==> config.mk <==
export PLATFORM = sky130hd
export DESIGN_NAME = uart_rx_param
export DESIGN_NICKNAME = d
export VERILOG_FILES = /design/src/rtl/uart_rx_param.sv
export SDC_FILE = /design/constraint.sdc
export NUM_CORES = 1
export LEC_CHECK = 0
export CORE_MARGIN = 1.5
export CORE_UTILIZATION = 64
export CTS_BUF_LIST = sky130_fd_sc_hd__clkbuf_8
export CTS_CLUSTER_SIZE = 12
export DETAILED_ROUTE_END_ITERATION = 7
export GPL_TIMING_DRIVEN = 0
export PLACE_DENSITY_LB_ADDON = 0.12
export SETUP_SLACK_MARGIN = 0.2
export SYNTH_ARGS = -nofsm -noshare
export SYNTH_HDL_FRONTEND = slang
export SYNTH_SLANG_ARGS = --single-unit
==> constraint.sdc <==
create_clock -name i_clock -period 3.1 [get_ports i_clock]
set_clock_uncertainty 0.15 [all_clocks]
set_input_delay 0.62 -clock i_clock [delete_from_list [all_inputs] [get_ports i_clock]]
set_output_delay 0.62 -clock i_clock [all_outputs]
set_load 0.02 [all_outputs]
==> src/rtl/uart_rx_param.sv <==
// Parametrised UART receiver: oversampled start/data/parity/stop decoding with error flags.
// Latency: 2 clocks sync + ticks to mid-stop-bit + 1 clock to o_rx_done.
// Backpressure: none; o_rx_done is a 1-clock pulse and the consumer must accept it.
//
// Ports:
//   i_clock      system clock (rising edge)
//   i_reset      asynchronous reset, active-low
//   i_rate       1-clock baud-tick enable, OVERSAMPLE ticks per bit
//   i_bit_rx     serial line, idle high, asynchronous to i_clock
//   o_rx_done    1-clock pulse, frame complete; data/err outputs valid
//   o_data_out   received word, LSB = first data bit
//   o_parity_err parity mismatch on last frame (always 0 when PARITY_MODE=0)
//   o_frame_err  a stop bit sampled 0 on last frame
//   o_busy       high while the FSM is not IDLE
module uart_rx_param #(
  parameter int WIDTH_WORD    = 8,
  parameter int OVERSAMPLE    = 16,
  parameter int PARITY_MODE   = 0,
  parameter int CANT_BIT_STOP = 1
) (
  input  logic                  i_clock,
  input  logic                  i_reset,
  input  logic                  i_rate,
  input  logic                  i_bit_rx,
  output logic                  o_rx_done,
  output logic [WIDTH_WORD-1:0] o_data_out,
  output logic                  o_parity_err,
  output logic                  o_frame_err,
  output logic                  o_busy
);

  localparam int TW = $clog2(OVERSAMPLE) + 1;
  localparam int BW = $clog2(WIDTH_WORD) + 1;

  localparam logic [TW-1:0] TICK_MID  = TW'(OVERSAMPLE - 1);
  localparam logic [TW-1:0] TICK_HALF = TW'(OVERSAMPLE / 2 - 1);
  localparam logic [BW-1:0] BIT_LAST  = BW'(WIDTH_WORD - 1);
  localparam logic [1:0]    STOP_LAST = 2'(CANT_BIT_STOP - 1);
  localparam logic          PAR_ODD   = (PARITY_MODE == 2);
  localparam logic          PAR_EN    = (PARITY_MODE != 0);

  typedef enum logic [4:0] {
    S_IDLE   = 5'b00001,
    S_START  = 5'b00010,
    S_DATA   = 5'b00100,
    S_PARITY = 5'b01000,
    S_STOP   = 5'b10000
  } state_t;

  state_t                state_q, state_d;
  logic                  sync1_q, sync1_d;
  logic                  sync2_q, sync2_d;
  logic [TW-1:0]         tick_cnt_q, tick_cnt_d;
  logic [BW-1:0]         bit_cnt_q, bit_cnt_d;
  logic [1:0]            stop_cnt_q, stop_cnt_d;
  logic [WIDTH_WORD-1:0] shreg_q, shreg_d;
  logic                  perr_q, perr_d;
  logic                  ferr_q, ferr_d;
  logic                  armed_q, armed_d;
  logic                  done_q, done_d;
  logic [WIDTH_WORD-1:0] data_out_q, data_out_d;
  logic                  parity_err_q, parity_err_d;
  logic                  frame_err_q, frame_err_d;

  logic rxs;
  logic mid_bit;

  assign rxs     = sync2_q;
  assign mid_bit = (tick_cnt_q == TICK_MID);

  always_comb begin
    sync1_d      = i_bit_rx;
    sync2_d      = sync1_q;
    state_d      = state_q;
    tick_cnt_d   = tick_cnt_q;
    bit_cnt_d    = bit_cnt_q;
    stop_cnt_d   = stop_cnt_q;
    shreg_d      = shreg_q;
    perr_d       = perr_q;
    ferr_d       = ferr_q;
    armed_d      = armed_q;
    done_d       = 1'b0;
    data_out_d   = data_out_q;
    parity_err_d = parity_err_q;
    frame_err_d  = frame_err_q;

    if (i_rate) begin
      case (state_q)
        S_IDLE: begin
          // After a frame whose final stop bit was 0 (e.g. a break) the line
          // must return high before another falling edge counts as a start.
          if (!armed_q) begin
            if (rxs) armed_d = 1'b1;
          end else if (!rxs) begin
            state_d    = S_START;
            tick_cnt_d = '0;
          end
        end

        S_START: begin
          if (tick_cnt_q == TICK_HALF) begin
            if (rxs) begin
              state_d    = S_IDLE;  // glitch, not a real start bit
              tick_cnt_d = '0;
            end else begin
              state_d    = S_DATA;
              tick_cnt_d = '0;
              bit_cnt_d  = '0;
              perr_d     = 1'b0;
              ferr_d     = 1'b0;
            end
          end else begin
            tick_cnt_d = tick_cnt_q + TW'(1);
          end
        end

        S_DATA: begin
          if (mid_bit) begin
            tick_cnt_d = '0;
            shreg_d    = {rxs, shreg_q[WIDTH_WORD-1:1]};
            if (bit_cnt_q == BIT_LAST) begin
              bit_cnt_d  = '0;
              stop_cnt_d = '0;
              state_d    = PAR_EN ? S_PARITY : S_STOP;
            end else begin
              bit_cnt_d = bit_cnt_q + BW'(1);
            end
          end else begin
            tick_cnt_d = tick_cnt_q + TW'(1);
          end
        end

        S_PARITY: begin
          if (mid_bit) begin
            tick_cnt_d = '0;
            perr_d     = rxs ^ (^shreg_q) ^ PAR_ODD;
            state_d    = S_STOP;
          end else begin
            tick_cnt_d = tick_cnt_q + TW'(1);
          end
        end

        S_STOP: begin
          if (mid_bit) begin
            tick_cnt_d = '0;
            ferr_d     = ferr_q | ~rxs;
            if (stop_cnt_q == STOP_LAST) begin
              // Leave at mid stop bit so a start bit right behind is caught.
              state_d      = S_IDLE;
              stop_cnt_d   = '0;
              armed_d      = rxs;
              done_d       = 1'b1;
              data_out_d   = shreg_q;
              parity_err_d = perr_q;
              frame_err_d  = ferr_q | ~rxs;
            end else begin
              stop_cnt_d = stop_cnt_q + 2'd1;
            end
          end else begin
            tick_cnt_d = tick_cnt_q + TW'(1);
          end
        end

        default: begin
          state_d    = S_IDLE;
          tick_cnt_d = '0;
          bit_cnt_d  = '0;
          stop_cnt_d = '0;
        end
      endcase
    end
  end

  always_ff @(posedge i_clock or negedge i_reset) begin
    if (!i_reset) begin
      state_q      <= S_IDLE;
      sync1_q      <= 1'b1;
      sync2_q      <= 1'b1;
      tick_cnt_q   <= '0;
      bit_cnt_q    <= '0;
      stop_cnt_q   <= '0;
      shreg_q      <= '0;
      perr_q       <= 1'b0;
      ferr_q       <= 1'b0;
      armed_q      <= 1'b1;
      done_q       <= 1'b0;
      data_out_q   <= '0;
      parity_err_q <= 1'b0;
      frame_err_q  <= 1'b0;
    end else begin
      state_q      <= state_d;
      sync1_q      <= sync1_d;
      sync2_q      <= sync2_d;
      tick_cnt_q   <= tick_cnt_d;
      bit_cnt_q    <= bit_cnt_d;
      stop_cnt_q   <= stop_cnt_d;
      shreg_q      <= shreg_d;
      perr_q       <= perr_d;
      ferr_q       <= ferr_d;
      armed_q      <= armed_d;
      done_q       <= done_d;
      data_out_q   <= data_out_d;
      parity_err_q <= parity_err_d;
      frame_err_q  <= frame_err_d;
    end
  end

  assign o_rx_done    = done_q;
  assign o_data_out   = data_out_q;
  assign o_parity_err = parity_err_q;
  assign o_frame_err  = frame_err_q;
  assign o_busy       = (state_q != S_IDLE);

endmodule

==> results of run 1 <==
synthesized netlist by cell type (2+ instances only):
master	n	share of area [%]
dfstp_2	4	5.2
or4b_1	4	2.0
nand2_1	12	2.2
xnor2_1	2	0.87
mux2_4	3	2.2
o21ai_0	10	2.5
mux2_2	14	7.8
nor4b_4	2	2.4
a31oi_1	2	0.62
o21ai_2	2	0.87
buf_6	4	2.2
ha_1	5	3.1
nand4_1	3	0.93
nor2_1	3	0.56
mux2_1	2	1.1
o31ai_1	3	1.1
o211ai_1	3	1.1
buf_2	3	0.74
a21oi_1	5	1.2
inv_1	9	1.7
mux2i_1	3	1.5
dfrtp_1	33	41
buf_4	2	0.74
nand3_1	8	2.0
a211oi_1	2	0.74
nor3_1	3	0.74
nor2b_1	2	0.62
critical path: cells and delay by family, from the launching register on:
kind	cells	cell delay (ns)
and+or+nand+nor	1	0.29
buffers and inverters	3	0.56
DFF	1	0.58
layout make-up:
cell class | count | area (um^2)
inverters | 9 | 33.8
clock buffers | 5 | 68.8
fillers | 219 | 731
plain buffers | 11 | 98.8
clock inverters | 3 | 16.3
multi-input cells | 115 | 966
repair buffers | 13 | 128
well taps | 44 | 55.1
flip-flops and latches | 37 | 931
cell families (layout without fill, tap and decap cells):
kind of cell | after synthesis | in the layout
AO/OA/AOI/OAI | 34 | 34
XOR/XNOR | 3 | 3
adder cells (fa/ha/maj) | 5 | 5
buffers and inverters | 20 | 41
flip-flops | 37 | 37
multiplexers | 22 | 22
other | 1 | 1
AND/OR/NAND/NOR | 50 | 50
state kept, by name, summed over array words and instances, names as in the netlist:
signal	flops
bit_cnt_q	4
tick_cnt_q	5
state_q	4
ferr_q	1
o_rx_done	1
armed_q	1
o_data_out	8
shreg_q	8
o_frame_err	1
sync1_q	1
stop_cnt_q	2
rxs	1
path summary, 6_finish.rpt:
kind                                        endpoint
max                                           o_busy
min                                    rxs$_DFF_PN1_
max reg2reg                   state_q[4]$_DFFE_PN0P_
min reg2reg                            rxs$_DFF_PN1_
max in group asynchronous  o_data_out[4]$_DFFE_PN0P_
min in group asynchronous     state_q[4]$_DFFE_PN0P_
per-stage QoR:
stage | instance area (um^2) | power (mW)
2_1_floorplan | 2020 | 0.854
3_5_place_dp | 2200 | 0.934
4_1_cts | 2290 | 1.26
6_report | 2300 | 1.26
3_3_place_gp | 2210 | 0.920
5_1_grt | 2300 | 1.32
power by group through the flow:
stage	combinational, mW	clock, mW	sequential, mW
final	0.383	0.319	0.554
after global routing	0.416	0.345	0.556
after CTS	0.384	0.325	0.553
after detailed placement	0.372	0	0.562
after global placement	0.360	0	0.559
after floorplan	0.301	0	0.553
layer usage:
layer  share of wire [%]  vias to the layer above  routed length [um]  GRT usage, %
met4                 1.9                        0                  70          9.42
li1                    -                      665                   -             -
met3                 4.2                        9                 155          6.55
met2                  48                       30                1760          36.3
met1                  46                      686                1670          34.6
met5                   0                        -                   0             0
what timing repair did:
| item | 4_1_cts | 5_1_grt |
|---|---|---|
| setup endpoints to repair | 1 | 1 |
| gates resized for setup | 1 | 1 |
| pin swaps | 0 | 0 |
| setup buffers | 0 | 0 |
==> impl_metrics.csv, run 1 <==
group,metric,value,unit
floorplanning,die-area,0.00350,mm^2
global_routing,grt_first_pass_wirelength,6350,um
cells_and_area,area_growth_syn_to_layout,13.7,%
routing,wire_per_inst,15.4,um
placed_design,portBuffers,13,
global_routing,antenna_found_initial,0,
sta,fin_ws,0.599,ns
global_routing,grt_max_degree,38,
setup_path,worstSetupPathType,"reg -> out",
clock_network,hold_buffers,0,
yosys,synthSimpleGateAreaFrac,17.2,%
setup_path,cp.required,2.33,ns
floorplanning,coreArea,0.00303,mm^2
hold_path,whs_path_depth,0,
yosys,synth-xor-area-share,1.67,%
placed_design,dp.cells,229,
sta,rsz0062_at_grt,"false",
sta,fmax,0.400,GHz
clock_network,insertion_delay,0.30,ns
routing,via_per_inst,5.86,
yosys,yosys_most_used_dff,"dfrtp_1",
setup_path,reg2reg_slack,0.90,ns
yosys,synth_area,0.00202,mm^2
outcome,status,"finished clean",
clock_network,root_buffer,"clkbuf_8",
yosys,async_flop_share,100,%
sta,hold_violations,0,
pwr,pwr-share-comb,30.5,%
clock_network,cts_htree_levels,2,
cells_and_area,fin_cells,237,
floorplanning,fp.dieW,59.2,um
floorplanning,dieHeight,59.2,um
yosys,synthAdderAreaFrac,3.10,%
routing,vias,1390,
yosys,synthesis.nets,181,
global_routing,grt_pass1_vias,1345,
yosys,synth_warnings,0,
pwr,p_leak,1.00,nW
yosys,synth-seq-area-share,46.1,%
global_routing,grt_use_total,24.6,%
setup_path,crit_fanout,10,
yosys,synth_cells,172,
pwr,p_seq_share,44.1,%
yosys,synth_compound_area_share,12.6,%
run,drv_cap,0,
hold_path,hp-class,"reg -> reg",
routing,firstDrtPassIters,4,
clock_network,clk_pin_slew,0.07,ns
sta,hold_slack,0.206,ns
hold_path,hold_start,"sync1_q$_DFF_PN1_",
pwr,clkPwrFrac,25.4,%
setup_path,critPathArrivalTime,1.73,ns
routing,routed_wl,3650,um
sta,worst_pin_slew,0.801,ns
routing,drcViolationCount,0,
sta,fin_crit_sh,80.7,%
sta,setup_viol_count_final,0,
clock_network,cts_tree,"done",
clock_network,cts_buffer_depth,2,
setup_path,crit_path_start_kind,"register",
routing,first_iter_violations,51,
setup_path,reg2reg_depth,5,
yosys,synth_edf_count,0,
sta,tns,0,ns
cells_and_area,final_cell_mix,"dfrtp_1 (33), mux2_2 (14), nand2_1 (12), inv_1 (11), clkdlybuf4s50_1 (11)",
cells_and_area,num_antenna_cells,0,
cells_and_area,nets,201,
yosys,synth_mux_area_share,12.6,%
floorplanning,initial_utilization,66.7,%
setup_path,r2r-start,"tick_cnt_q[0]$_DFFE_PN0P_",
setup_path,crit_start,"state_q[0]$_DFFE_PN1P_",
pwr,ir_drop,0.403,mV
sta,slew_viol_final,0,
routing,ant_nets,0,
setup_path,cp-end-kind,"output pin",
pwr,switchingPower,406,uW
cells_and_area,final_util,75.9,%
yosys,ys_ff_latch,37,
placed_design,place_congestion,0.889,
setup_path,path_cells,"buf_6 -> nor4b_4 -> inv_1 -> dlymetal6s2s_1",
yosys,synth_top_family_by_area,"simple AND/OR/NAND/NOR gates",
cells_and_area,layout_commonest_cell,"dfrtp_1",
floorplanning,rows,20,
yosys,synth.avg_cell_area,11.7,um^2
clock_network,numCtsBuffers,5,
pwr,p_int,850,uW
placed_design,dpl_worst_slack,0.465,ns
setup_path,max_stage_delay,0.58,ns
sta,fin_crit,2.50,ns
pwr,p_sw_share,32.3,%
placed_design,place_hpwl,2630,um
floorplanning,io_pins,16,
yosys,synth.distinct_cells,51,
setup_path,crit_path_top_delay_cell,"dfstp_2",
clock_network,cts_sinks,37,
global_routing,grt-ovfl-total,0,
cells_and_area,drive_gt1_share,27.5,%
pwr,powerDensity,547,mW/mm^2
sta,slew_headroom,46.6,%
No activity file was read; power rests on OpenSTA's default activity.
==> run 2, diff against run 1 <==
--- a/config.mk
+++ b/config.mk
@@ -6,7 +6,7 @@
 export NUM_CORES = 1
 export LEC_CHECK = 0
 export CORE_MARGIN = 1.5
-export CORE_UTILIZATION = 64
+export CORE_UTILIZATION = 60
 export CTS_BUF_LIST = sky130_fd_sc_hd__clkbuf_8
 export CTS_CLUSTER_SIZE = 12
 export DETAILED_ROUTE_END_ITERATION = 7
==> constraint.sdc (replaced) <==
create_clock -name i_clock -period 2.55 [get_ports i_clock]
set_clock_uncertainty 0.15 [all_clocks]
set_input_delay 0.51 -clock i_clock [delete_from_list [all_inputs] [get_ports i_clock]]
set_output_delay 0.51 -clock i_clock [all_outputs]
set_load 0.02 [all_outputs]
==> impl_metrics.csv, run 2 (synthesis gave the netlist of run 1 again) <==
group,metric,value,unit
cells_and_area,layout_commonest_cell,"dfrtp_1",
pwr,ir_drop,0.429,mV
cells_and_area,fin_cells,241,
setup_path,critPathArrivalTime,1.61,ns
setup_path,crit_fanout,10,
sta,hold_slack,0.162,ns
clock_network,cts_tree,"done",
pwr,p_int,1.08,mW
clock_network,cts_htree_levels,2,
setup_path,r2r-start,"tick_cnt_q[0]$_DFFE_PN0P_",
placed_design,dp.cells,229,
cells_and_area,area_growth_syn_to_layout,15.2,%
pwr,pwr-share-comb,33.7,%
global_routing,grt-ovfl-total,0,
routing,routed_wl,3770,um
cells_and_area,drive_gt1_share,31.0,%
pwr,p_leak,1.01,nW
cells_and_area,fill_cells,225,
global_routing,grt_use_total,23.7,%
sta,slew_headroom,46.4,%
global_routing,antenna_found_initial,0,
setup_path,reg2reg_depth,5,
routing,firstDrtPassIters,4,
placed_design,place_congestion,0.853,
sta,tns,0,ns
floorplanning,coreArea,0.00313,mm^2
pwr,finalPower,1.60,mW
pwr,switchingPower,524,uW
run,drv_cap,0,
placed_design,place_hpwl,2570,um
global_routing,grt_max_degree,38,
placed_design,dpl_worst_slack,0.0455,ns
pwr,clkPwrFrac,24.7,%
global_routing,grt_first_pass_wirelength,6510,um
clock_network,hold_buffers,0,
routing,drcViolationCount,0,
sta,fin_crit,2.27,ns
pwr,p_seq_share,41.6,%
cells_and_area,final_cell_mix,"dfrtp_1 (33), mux2_2 (14), nand2_1 (12), clkdlybuf4s50_1 (11), o21ai_0 (10)",
setup_path,cp.required,1.89,ns
floorplanning,initial_utilization,64.6,%
clock_network,clk_pin_slew,0.07,ns
floorplanning,fp.dieW,61.0,um
routing,vias,1425,
outcome,status,"finished clean",
routing,first_iter_violations,39,
routing,wire_per_inst,15.6,um
setup_path,worstSetupPathType,"reg -> out",
clock_network,root_buffer,"clkbuf_8",
sta,fmax,0.441,GHz
floorplanning,die-area,0.00372,mm^2
clock_network,cts_sinks,37,
floorplanning,io_pins,16,
setup_path,cp-end-kind,"output pin",
sta,hold_violations,0,
pwr,p_sw_share,32.7,%
cells_and_area,num_antenna_cells,0,
clock_network,numCtsBuffers,5,
sta,fin_crit_sh,88.9,%
placed_design,portBuffers,13,
sta,rsz0062_at_grt,"false",
sta,worst_pin_slew,0.792,ns
clock_network,cts_buffer_depth,2,
cells_and_area,nets,205,
setup_path,crit_path_start_kind,"register",
pwr,powerDensity,688,mW/mm^2
floorplanning,rows,20,
setup_path,reg2reg_slack,0.33,ns
routing,ant_nets,0,
cells_and_area,design_area,0.00233,mm^2
sta,fin_ws,0.284,ns
setup_path,r2r_end,"state_q[4]$_DFFE_PN0P_",
placed_design,postPlaceCellArea,0.00220,mm^2
global_routing,grt_pass1_vias,1377,
sta,slew_viol_final,0,
routing,via_per_inst,5.91,
sta,setup_viol_count_final,0,
clock_network,insertion_delay,0.28,ns
cells_and_area,final_util,74.4,%
floorplanning,dieHeight,61.0,um
hold_path,hp-class,"in -> async",
run 2: area by class of cell:
type                    instances  area (um^2)  area share (%)
multi-input cells             115          966            41.5
repair buffers                 17          156            6.72
plain buffers                  11         98.8            4.25
clock inverters                 3         17.5           0.753
flip-flops and latches         37          931            40.0
inverters                       9         33.8            1.45
well taps                      44         55.1            2.37
clock buffers                   5         68.8            2.96
run 2: repair_timing:
| action | CTS | global route |
|---|---|---|
| setup buffers | 1 | 3 |
| setup endpoints to repair | 1 | 1 |
| resized for setup | 4 | 1 |
run 2: routing by layer:
metal  track usage (%)  part of all wire, %
met5                 0                    0
met4              8.70                 0.90
met3              5.04                  3.0
met2              36.5                   49
met1              33.1                   47
run 2: worst max-delay path by stage:
stage / start / slack (ns) / to
2_1_floorplan: state_q[0]$_DFFE_PN1P_ / 0.49 / state_q[1]$_DFFE_PN0P_
3_3_place_gp: i_reset / 0.07 / shreg_q[6]$_DFFE_PN0P_
3_5_place_dp: state_q[0]$_DFFE_PN1P_ / 0.05 / o_busy
4_1_cts: state_q[0]$_DFFE_PN1P_ / 0.21 / o_busy
5_1_grt: state_q[1]$_DFFE_PN0P_ / 0.23 / o_busy
6_report: state_q[1]$_DFFE_PN0P_ / 0.28 / o_busy
run 2: worst max-delay path, stage by stage (launching register included):
cell and delay [ns]:
dfrtp_1 0.43, buf_4 0.21, nor4b_4 0.32, inv_2 0.10
clkdlybuf4s15_2 0.26
run 2: power by group through the flow:
stage	sequential (mW)	clock [mW]	combinational [mW]
4_1_cts	0.673	0.405	0.483
5_1_grt	0.671	0.434	0.577
3_5_place_dp	0.683	0	0.453
2_1_floorplan	0.672	0	0.366
3_3_place_gp	0.680	0	0.439
6_report	0.666	0.396	0.539
